--- src/rtl/exec_pkg.sv ---
// Shared types and constants for the multi-cycle execute stage.
package exec_pkg;

  localparam int unsigned WIDTH = 8;
  localparam int unsigned SEL_W = 2;

  typedef enum logic [2:0] {
    OpAdd = 3'b000,
    OpSub = 3'b001,
    OpAnd = 3'b010,
    OpOr  = 3'b011,
    OpXor = 3'b100,
    OpSll = 3'b101,
    OpSrl = 3'b110,
    OpMul = 3'b111
  } op_t;

  typedef enum logic [1:0] {
    StIdle,
    StExec,
    StWb
  } state_t;

  // EXEC cycle count; shifts by zero still take one cycle.
  function automatic logic [3:0] exec_steps(op_t op, logic [2:0] shamt, logic [3:0] mul_steps);
    logic [3:0] n;
    n = 4'd1;
    if (op == OpSll || op == OpSrl) begin
      n = (shamt == 3'd0) ? 4'd1 : {1'b0, shamt};
    end else if (op == OpMul) begin
      n = mul_steps;
    end
    return n;
  endfunction

endpackage

--- src/rtl/exec_mul.sv ---
// Iterative 8x8 shift-add multiplier: load handles bit 0, each step one more multiplier bit.
module exec_mul
  import exec_pkg::*;
(
  input  logic                 clk,
  input  logic                 reset_n,
  input  logic                 load,
  input  logic                 step,
  input  logic [WIDTH-1:0]     a,
  input  logic [WIDTH-1:0]     b,
  output logic [2*WIDTH-1:0]   product
);

  logic [2*WIDTH-1:0] mcand_q, mcand_d;
  logic [WIDTH-1:0]   mplier_q, mplier_d;
  logic [2*WIDTH-1:0] prod_q, prod_d;

  always_comb begin
    mcand_d  = mcand_q;
    mplier_d = mplier_q;
    prod_d   = prod_q;
    if (load) begin
      mcand_d  = {{WIDTH{1'b0}}, a} << 1;
      mplier_d = b >> 1;
      prod_d   = b[0] ? {{WIDTH{1'b0}}, a} : '0;
    end else if (step) begin
      prod_d   = prod_q + (mplier_q[0] ? mcand_q : '0);
      mcand_d  = mcand_q << 1;
      mplier_d = mplier_q >> 1;
    end
  end

  always_ff @(posedge clk) begin
    if (!reset_n) begin
      mcand_q  <= '0;
      mplier_q <= '0;
      prod_q   <= '0;
    end else begin
      mcand_q  <= mcand_d;
      mplier_q <= mplier_d;
      prod_q   <= prod_d;
    end
  end

  assign product = prod_q;

endmodule

--- src/rtl/exec_unit.sv ---
// Multi-cycle execute stage with start/busy/done handshake and register-file write-back.
// Define EXEC_MUL_EN to build the iterative multiplier; otherwise MUL is a no-write op.
module exec_unit
  import exec_pkg::*;
(
  input  logic             clk,
  input  logic             reset_n,
  input  logic             start,
  input  logic [2:0]       op,
  input  logic [SEL_W-1:0] dest,
  input  logic [WIDTH-1:0] dataA,
  input  logic [WIDTH-1:0] dataB,
  output logic             busy,
  output logic             done,
  output logic [WIDTH-1:0] result,
  output logic             wr_en,
  output logic [SEL_W-1:0] wr_sel,
  output logic             zero,
  output logic             carry
);

`ifdef EXEC_MUL_EN
  localparam logic [3:0] MulSteps = 4'd8;
`else
  localparam logic [3:0] MulSteps = 4'd1;
`endif

  state_t           state_q, state_d;
  op_t              op_q, op_d;
  logic [SEL_W-1:0] dest_q, dest_d;
  logic [WIDTH-1:0] work_q, work_d;
  logic [WIDTH-1:0] b_q, b_d;
  logic [3:0]       cnt_q, cnt_d;
  logic [WIDTH-1:0] result_q, result_d;
  logic [SEL_W-1:0] wr_sel_q, wr_sel_d;
  logic             busy_q, busy_d, done_q, done_d, wr_en_q, wr_en_d;
  logic             zero_q, zero_d, carry_q, carry_d;
  logic [WIDTH-1:0] fin;
  logic             fin_c;
  logic             accept;

  assign accept = (state_q == StIdle) && start;

`ifdef EXEC_MUL_EN
  logic [2*WIDTH-1:0] mul_product;

  exec_mul u_mul (
    .clk     (clk),
    .reset_n (reset_n),
    .load    (accept && (op_t'(op) == OpMul)),
    .step    ((state_q == StExec) && (op_q == OpMul) && (cnt_q > 4'd1)),
    .a       (dataA),
    .b       (dataB),
    .product (mul_product)
  );
`endif

  // Value this EXEC cycle produces; for shifts it is also the next working value.
  always_comb begin
    fin   = '0;
    fin_c = 1'b0;
    unique case (op_q)
      OpAdd: {fin_c, fin} = {1'b0, work_q} + {1'b0, b_q};
      OpSub: begin
        fin   = work_q - b_q;
        fin_c = work_q < b_q;
      end
      OpAnd: fin = work_q & b_q;
      OpOr:  fin = work_q | b_q;
      OpXor: fin = work_q ^ b_q;
      OpSll: begin
        if (b_q[2:0] == 3'd0) fin = work_q;
        else                  {fin_c, fin} = {work_q, 1'b0};
      end
      OpSrl: begin
        if (b_q[2:0] == 3'd0) fin = work_q;
        else                  {fin, fin_c} = {1'b0, work_q};
      end
      OpMul: begin
`ifdef EXEC_MUL_EN
        fin   = mul_product[WIDTH-1:0];
        fin_c = |mul_product[2*WIDTH-1:WIDTH];
`else
        fin   = work_q;
`endif
      end
    endcase
  end

  always_comb begin
    state_d  = state_q;
    op_d     = op_q;
    dest_d   = dest_q;
    work_d   = work_q;
    b_d      = b_q;
    cnt_d    = cnt_q;
    result_d = result_q;
    wr_sel_d = wr_sel_q;
    busy_d   = busy_q;
    zero_d   = zero_q;
    carry_d  = carry_q;
    done_d   = 1'b0;
    wr_en_d  = 1'b0;
    unique case (state_q)
      StIdle: begin
        if (start) begin
          op_d    = op_t'(op);
          dest_d  = dest;
          work_d  = dataA;
          b_d     = dataB;
          cnt_d   = exec_steps(op_t'(op), dataB[2:0], MulSteps);
          busy_d  = 1'b1;
          state_d = StExec;
        end
      end
      StExec: begin
        cnt_d  = cnt_q - 4'd1;
        work_d = fin;
        if (cnt_q == 4'd1) begin
          state_d  = StWb;
          done_d   = 1'b1;
          wr_sel_d = dest_q;
          if ((op_q != OpMul) || (MulSteps != 4'd1)) begin
            wr_en_d  = 1'b1;
            result_d = fin;
            carry_d  = fin_c;
            zero_d   = (fin == '0);
          end
        end
      end
      StWb: begin
        busy_d  = 1'b0;
        state_d = StIdle;
      end
      default: state_d = StIdle;
    endcase
  end

  always_ff @(posedge clk) begin
    if (!reset_n) begin
      state_q  <= StIdle;
      op_q     <= OpAdd;
      dest_q   <= '0;
      work_q   <= '0;
      b_q      <= '0;
      cnt_q    <= '0;
      result_q <= '0;
      wr_sel_q <= '0;
      busy_q   <= 1'b0;
      done_q   <= 1'b0;
      wr_en_q  <= 1'b0;
      zero_q   <= 1'b0;
      carry_q  <= 1'b0;
    end else begin
      state_q  <= state_d;
      op_q     <= op_d;
      dest_q   <= dest_d;
      work_q   <= work_d;
      b_q      <= b_d;
      cnt_q    <= cnt_d;
      result_q <= result_d;
      wr_sel_q <= wr_sel_d;
      busy_q   <= busy_d;
      done_q   <= done_d;
      wr_en_q  <= wr_en_d;
      zero_q   <= zero_d;
      carry_q  <= carry_d;
    end
  end

  assign busy   = busy_q;
  assign done   = done_q;
  assign result = result_q;
  assign wr_en  = wr_en_q;
  assign wr_sel = wr_sel_q;
  assign zero   = zero_q;
  assign carry  = carry_q;

endmodule
--- config.mk ---
export PLATFORM = sky130hd
export DESIGN_NAME = exec_unit
export DESIGN_NICKNAME = d
export VERILOG_FILES = /design/src/rtl/exec_pkg.sv /design/src/rtl/exec_mul.sv /design/src/rtl/exec_unit.sv
export SDC_FILE = /design/constraint.sdc
export NUM_CORES = 1
export LEC_CHECK = 0
export BUFFER_PORTS_ARGS = -buffer_cell sky130_fd_sc_hd__buf_2
export CORE_UTILIZATION = 56
export DETAILED_ROUTE_END_ITERATION = 6
export PLACE_DENSITY = 0.84
export SLEW_MARGIN = 20
export SYNTH_ARGS = -nofsm -noshare
export SYNTH_HDL_FRONTEND = slang
export SYNTH_SLANG_ARGS = --single-unit
--- constraint.sdc ---
create_clock -name clk -period 6.9 [get_ports clk]
set_input_delay 0.69 -clock clk [delete_from_list [all_inputs] [get_ports clk]]
set_output_delay 0.69 -clock clk [all_outputs]
set_load 0.005 [all_outputs]
==> flow_summary.ini, run 1 <==
[outcome]
status = complete, no violations

[floorplanning]
dieArea_um2 = 5857
die_w_um = 76.53
die_y_um = 76.53
num_io_pins = 39
core_area_um2 = 5238
initial_core_util = 0.5939
row_count = 26

[worst_setup_path]
arrival_ns = 3.15
worstPathRequired_ns = 7.11
path_max_fanout = 7
start_kind = flop
cp-end-kind = flop
rrSetupSlack_ns = 3.97
crit_type = flop to flop

[placed_design]
dp.cells = 490
place_area_um2 = 3254
place.gp.congestion = 0.9316
io_buffer_count = 38
hpwl_um = 6359

[cells_and_area]
multi_input_area_um2 = 2012
fin_cells = 498
n_antenna_cell = 0
layout-drive-gt1-share = 0.1472
fillers = 470
utilization = 0.6388
nets = 479
seqCellArea_um2 = 840.8
area_delta_synth_final_pct = 7.562
final_area_um2 = 3346

[detailed_routing]
wl_um = 8391
ant_nets = 0
wl_per_cell_um = 16.85
routed_via_density = 6.299
drt_iter0_drc = 324
dr.pass1.iters = 5
drc_errors = 0
vias = 3137

[synth]
ys_ff_latch = 42
synth_top_family_by_area = compound AO/OA/AOI/OAI gates
ys_warn_count = 0
synthXorXnorAreaFrac = 0.01408
synthAdderAreaFrac = 0.1175
ys.flop_type = dfxtp_1
synth_area_um2 = 3110
ys_types = 66
synth.avg_cell_area_um2 = 7.699
yosysMostFrequentCell = nand2_1
yosysSeqAreaShare = 0.2703
synth_mux_area_frac = 0.01287
synth_top_area_frac = 0.2703
synth-simple-area-share = 0.2180
synth_top_cell_by_area = dfxtp_1
synth_edf_count = 0
synth_compound_area_frac = 0.2844
synth_commonest_cells = 58 x nand2_1, 42 x dfxtp_1, 41 x a21oi_1
synthTopCellsByArea = dfxtp_1 27%, ha_1 10%, nand2_1 7.0%
synth_nets = 456
async_flop_share = 0
syn_inst = 404

[sta]
fmax_ghz = 0.3407
timing.final.crit_share = 0.4253
report.final.slew_viol_count = 0
hold_viol_final = 0
period_needed_ns = 2.935
relSlewSlack = 0.4148
finalSetupViolations = 0
finalSetupTns_ns = 0
rsz0062_at_grt = no
finClkSkew_ns = 0.01204
worst_pin_slew_ns = 0.8760

[clock_tree]
clkSinkCount = 42
htreeDepth = 2
cts_tree = built
clk_pin_slew_ns = 0.08
worstSkewPairLatency_ns = 0.30
postCtsSetupBuffers = 0
cts_hold_buffers = 0
clockRootBuffer = clkbuf_8
clk_path_buf_depth = 2
postCtsResizedCells = 0
cts_buffers = 5

[power_and_ir_drop]
powerDensity_nw_per_um2 = 210.1
power_uw = 703.0
p_leak_uw = 0.001360
ir_worst_vdd_mv = 0.1813

[grt]
antenna_found_initial = 0
grtUsageTotal = 0.2963
first_global_vias = 2933
grt_pass1_wl_um = 13880
grt_max_degree = 38
grt.overflow.total = 0

[min_path]
hp-class = flop to flop

[run]
maxCapViolations = 0
[worst max-delay path, cell delays in order (launching register included)]
cell and delay (ns):
dfxtp_1 0.47, inv_1 0.12, ha_1 0.27, fa_1 0.50
mux2i_1 0.06, a221oi_1 0.33, a32oi_1 0.26, a2111oi_2 0.44
nand4b_1 0.18, o31ai_2 0.21
[flip-flops by register name, summed over array words and instances (netlist names)]
signal / count
state_q: 2
result: 8
carry: 1
dest_q: 2
cnt_q: 4
wr_en: 1
wr_sel: 2
busy: 1
done: 1
work_q: 8
op_q: 3
b_q: 8
zero: 1
[worst paths after layout]
check | from | cells past startpoint | end
setup / recovery | work_q[0] | 9 | zero
hold / removal | dest_q[1] | 2 | dest_q[1]
setup reg to reg | work_q[0] | 9 | zero
hold reg to reg | dest_q[1] | 2 | dest_q[1]
[placed cells by master (no fill, tap or decap), types with 4 or more instances in the layout]
cell,synthesis,final
a21oi_1,41,41
a22oi_1,14,14
o21a_1,5,5
and2_1,4,4
ha_1,26,26
clkbuf_8,4,6
mux2i_1,4,4
o21ai_0,11,11
a211oi_1,7,7
nor2b_1,6,6
nor2_1,31,31
inv_1,30,30
nor3_1,12,12
nand3_1,9,9
buf_2,4,38
nand2_1,58,58
or2_2,4,4
dfxtp_1,42,42
o221ai_1,4,4
[power breakdown]
part / internal (uW) / switching (uW)
logic: 96.1 / 151
clock network: 80.8 / 83.8
registers: 261 / 30.8
total: 438 / 265
[routing by layer]
metal	wire length [um]	track usage	up-vias	share of wire
met3	627	0.05030	18	0.075
met1	3681	0.4022	1478	0.44
met4	186	0.09038	0	0.022
met5	0	0	-	0
met2	3896	0.4784	155	0.46
li1	-	-	1486	-
[final cells by class]
| type | instances | area share |
|---|---|---|
| Clock inverter | 1 | 0.001496 |
| Clock buffer | 7 | 0.02580 |
| Sequential cell | 42 | 0.2513 |
| Timing Repair Buffer | 39 | 0.05909 |
| Tap cell | 70 | 0.02618 |
| Inverter | 31 | 0.03478 |
| Multi-Input combinational cell | 308 | 0.6013 |
[logic make-up after synthesis]
group	after synthesis
multiplexers	4
AO/OA/AOI/OAI	125
buffers and inverters	54
flip-flops	42
adder cells (fa/ha/maj)	28
XOR/XNOR	5
AND/OR/NAND/NOR	146
[per-stage QoR]
step | hold slack [ns] | setup slack [ns]
2_1_floorplan | 0.4360 | 4.520
3_3_place_gp | 0.4430 | 4.087
3_5_place_dp | 0.4519 | 4.036
4_1_cts | 0.4628 | 4.012
5_1_grt | 0.4964 | 3.838
6_report | 0.4621 | 3.965
No activity file was read; power rests on OpenSTA's default activity.
==> run 2: changes to the inputs <==
Clock period 6.9 ns to 3 ns, I/O delays scaled along.
==> flow_summary.ini, run 2 (synthesis results as in run 1) <==
[outcome]
status = complete, no violations

[detailed_routing]
wl_um = 8600
drc_errors = 0
routed_via_density = 6.235
ant_nets = 0
wl_per_cell_um = 16.86
vias = 3180
drt_iter0_drc = 324
dr.pass1.iters = 5

[grt]
first_global_vias = 3077
grtUsageTotal = 0.3088
grt_pass1_wl_um = 14370
grt_max_degree = 38
antenna_found_initial = 0
grt.overflow.total = 0

[sta]
timing.final.crit_share = 0.9448
period_needed_ns = 2.834
report.final.slew_viol_count = 0
worst_pin_slew_ns = 0.8981
fmax_ghz = 0.3528
holdWs_ns = 0.2266
finClkSkew_ns = 0.005048
finalSetupTns_ns = 0
rsz0062_at_grt = no
relSlewSlack = 0.3966
hold_viol_final = 0
worst_slack_ns = 0.1657
finalSetupViolations = 0

[floorplanning]
die_w_um = 76.53
initial_core_util = 0.5939
num_io_pins = 39
dieArea_um2 = 5857
die_y_um = 76.53
core_area_um2 = 5238
row_count = 26

[clock_tree]
cts_hold_buffers = 0
cts_tree = built
htreeDepth = 2
postCtsSetupBuffers = 0
postCtsResizedCells = 0
worstSkewPairLatency_ns = 0.30
cts_buffers = 5
clk_pin_slew_ns = 0.08
clkSinkCount = 42
clk_path_buf_depth = 2
clockRootBuffer = clkbuf_8

[worst_setup_path]
arrival_ns = 3.06
path_max_fanout = 7
crit_type = flop to flop
worstPathRequired_ns = 3.22
cp-end-kind = flop
start_kind = flop

[cells_and_area]
final_common_cell = nand2_1
layout-drive-gt1-share = 0.1727
area_delta_synth_final_pct = 11.95
nets = 491
n_antenna_cell = 0
layout_common_cells = 58 x nand2_1, 42 x dfxtp_1, 41 x a21oi_1

[power_and_ir_drop]
powerDensity_nw_per_um2 = 517.3
p_leak_uw = 0.001441
ir_worst_vdd_mv = 0.4727

[placed_design]
pre_cts_ws_ns = 0.2598
place.gp.congestion = 0.9973
hpwl_um = 6537
io_buffer_count = 38

[run]
maxCapViolations = 0

[min_path]
hp-class = primary input to flop
-- run 2: changes by cell type in the layout (fill, tap and decap cells not counted) --
cell       delta
clkinv_4      +1
clkinv_2      -1
bufinv_16     +2
clkbuf_8      -1
buf_4        +12
clkbuf_1      -1
-- run 2: cell type report --
| cell class | instances | area (um2) |
|---|---|---|
| multi-input combinational | 308 | 2012 |
| fill | 469 | 1755 |
| sequential | 42 | 840.8 |
| timing repair buffer | 51 | 287.8 |
| inverter | 31 | 116.4 |
| tap | 70 | 87.58 |
| clock buffer | 5 | 68.82 |
| clock inverter | 3 | 68.82 |
-- run 2: metrics by stage --
stage / cell area (um2) / cells / utilization / power [uW]
floorplan: 3110 / 404 / - / 1089
global placement: 3344 / 502 / 0.6386 / 1239
detailed placement: 3344 / 502 / 0.6386 / 1254
CTS: 3482 / 510 / 0.6648 / 1787
global route: 3482 / 510 / 0.6648 / 1889
finish: 3482 / 510 / 0.6648 / 1801
-- run 2: final timing paths --
path / from / to / slack (ns) / cells after the start
worst min-delay path: dest[0] / dest_q[0] / 0.23 / 3
worst max register to register: work_q[0] / zero / 0.17 / 10
worst max-delay path: work_q[0] / zero / 0.17 / 10
worst min register to register: dest_q[1] / dest_q[1] / 0.46 / 2
-- run 2: routing by layer --
layer	part of all wire	GRT usage	vias up
met2	0.46	0.5054	176
met1	0.42	0.3941	1460
li1	-	-	1513
met3	0.080	0.05389	31
met4	0.033	0.1423	0
met5	0	0	-
-- run 2: critical path, cell delays in order, from the launching register on --
cell,delay [ns]
dfxtp_1,0.47
inv_1,0.11
ha_1,0.26
fa_1,0.44
nor3_1,0.28
a211o_1,0.22
inv_1,0.05
o311ai_0,0.34
a21oi_1,0.18
nand4b_1,0.23
o31ai_2,0.19
-- run 2: power by group --
part / switching, uW / internal, uW / leakage (uW)
Clock: 208 / 334 / 0.0000683
Sequential: 51.7 / 600 / 0.000344
Combinational: 372 / 237 / 0.00103
Total: 631 / 1170 / 0.00144
==> run 3: changes to the inputs <==
Settings changed: BUFFER_PORTS_ARGS -buffer_cell sky130_fd_sc_hd__buf_2 to default, DONT_BUFFER_PORTS from default to 1, PLACE_DENSITY 0.84 to 0.78.
==> flow_summary.ini, run 3 (synthesis results as in run 1) <==
[detailed_routing]
routed_via_density = 6.482
drc_errors = 0
drt_iter0_drc = 459
vias = 3066
dr.pass1.iters = 6
wl_um = 8414
ant_nets = 0
wl_per_cell_um = 17.79

[power_and_ir_drop]
p_comb_frac = 0.361
switching_power_uw = 612.1
p_clk_frac = 0.236
ir_worst_vdd_mv = 0.3334
swShare = 0.3780
power_frac_seq = 0.402
p_int_uw = 1007
powerDensity_nw_per_um2 = 497.3
p_leak_uw = 0.001252
power_uw = 1620

[min_path]
hp-class = primary input to flop

[floorplanning]
row_count = 26
dieArea_um2 = 5857
core_area_um2 = 5238
initial_core_util = 0.5939
die_w_um = 76.53
num_io_pins = 39
die_y_um = 76.53

[sta]
period_needed_ns = 2.757
finalSetupTns_ns = 0
worst_pin_slew_ns = 0.9038
relSlewSlack = 0.3929
hold_viol_final = 0
finClkSkew_ns = 0.004991
rsz0062_at_grt = no
timing.final.crit_share = 0.9191
finalSetupViolations = 0
worst_slack_ns = 0.2426
fmax_ghz = 0.3627
report.final.slew_viol_count = 0

[placed_design]
place.gp.congestion = 0.9644
hpwl_um = 6320
pre_cts_ws_ns = 0.2923
io_buffer_count = 0

[grt]
grt_max_degree = 38
first_global_vias = 2806
antenna_found_initial = 0
grt_pass1_wl_um = 13690
grt.overflow.total = 0
grtUsageTotal = 0.2939

[worst_setup_path]
path_cells = ha_1, inv_1, fa_1, nand2b_1, a21oi_1, a31oi_1, a221o_1, a22oi_1, nand2_1, a21oi_1
rrSetupSlack_ns = 0.24
slowest_delay_ns = 0.45
worst_path_max_delay_cell = dfxtp_1
cpMostUsedCell = a21oi_1
reg2reg_from = work_q[0]
timing.rr.end = work_q[6]
path_max_fanout = 7
start_kind = flop
startpoint = work_q[0]
worstPathRequired_ns = 3.22
cp-end-kind = flop
r2r_cells = 10
crit_type = flop to flop
crit_end = work_q[6]
arrival_ns = 2.98

[clock_tree]
worstSkewPairLatency_ns = 0.29
postCtsResizedCells = 0
htreeDepth = 2
clk_pin_slew_ns = 0.08
cts_hold_buffers = 0
clockRootBuffer = clkbuf_8
cts_tree = built
postCtsSetupBuffers = 0
cts_buffers = 5
clkSinkCount = 42
clk_path_buf_depth = 2

[cells_and_area]
nets = 454
utilization = 0.6218
area_delta_synth_final_pct = 4.706
final_common_cell = nand2_1
layout-drive-gt1-share = 0.09677
layout_common_cells = 58 x nand2_1, 42 x dfxtp_1, 41 x a21oi_1
n_antenna_cell = 0

[run]
maxCapViolations = 0

[outcome]
status = complete, no violations
==> run 3: cell count changes in the layout (fill, tap and decap cells not counted), sizes merged <==
cell      before  now
buf           51   14
bufinv         2    0
clkbuf         5    6
clkinvlp       0    1
==> run 3: layer usage <==
metal,GRT usage,up-vias,share of wire
li1,-,1432,-
met5,0,-,0
met1,0.3957,1408,0.43
met4,0.1308,0,0.038
met3,0.05749,37,0.086
met2,0.4532,189,0.44
==> run 3: final cells by class <==
| cell class | instances | area, um2 |
|---|---|---|
| Inverter | 31 | 116.4 |
| Multi-Input combinational cell | 308 | 2012 |
| Fill cell | 469 | 1981 |
| Timing Repair Buffer | 14 | 105.1 |
| Sequential cell | 42 | 840.8 |
| Clock buffer | 6 | 82.58 |
| Clock inverter | 2 | 12.51 |
| Tap cell | 70 | 87.58 |
==> run 3: power groups by stage <==
| stage | clock network (uW) | logic [uW] | registers (uW) |
|---|---|---|---|
| 2_1_floorplan | 0 | 439 | 649 |
| 3_3_place_gp | 0 | 554 | 661 |
| 4_1_cts | 387 | 571 | 650 |
| 6_report | 383 | 585 | 651 |
| 5_1_grt | 408 | 649 | 656 |
| 3_5_place_dp | 0 | 568 | 663 |
==> run 3: how the worst min path moves through the flow <==
stage	from	end	slack [ns]	depth (start not counted)
floorplan	reset_n	wr_en	0.43	2
global placement	reset_n	result[7]	0.44	1
detailed placement	reset_n	result[7]	0.44	1
CTS	reset_n	result[7]	0.13	1
global route	dataB[4]	b_q[4]	0.13	2
finish	reset_n	result[7]	0.13	1
==> run 3: critical path, delay by kind of cell (launching register included) <==
kind                       cells  cell delay (ns)
buffers and inverters          1             0.06
adders and majority gates      2             0.62
DFF                            1             0.45
and+or+nand+nor                2             0.27
AOI/OAI and AO/OA              5             1.30
==> run 3: metrics by stage <==
stage / instances / cell area [um2] / hold WS, ns
after floorplan: 404 / 3110 / 0.4263
after global placement: 465 / 3162 / 0.4362
after detailed placement: 465 / 3162 / 0.4382
after CTS: 473 / 3257 / 0.1261
after global routing: 473 / 3257 / 0.1270
final: 473 / 3257 / 0.1273
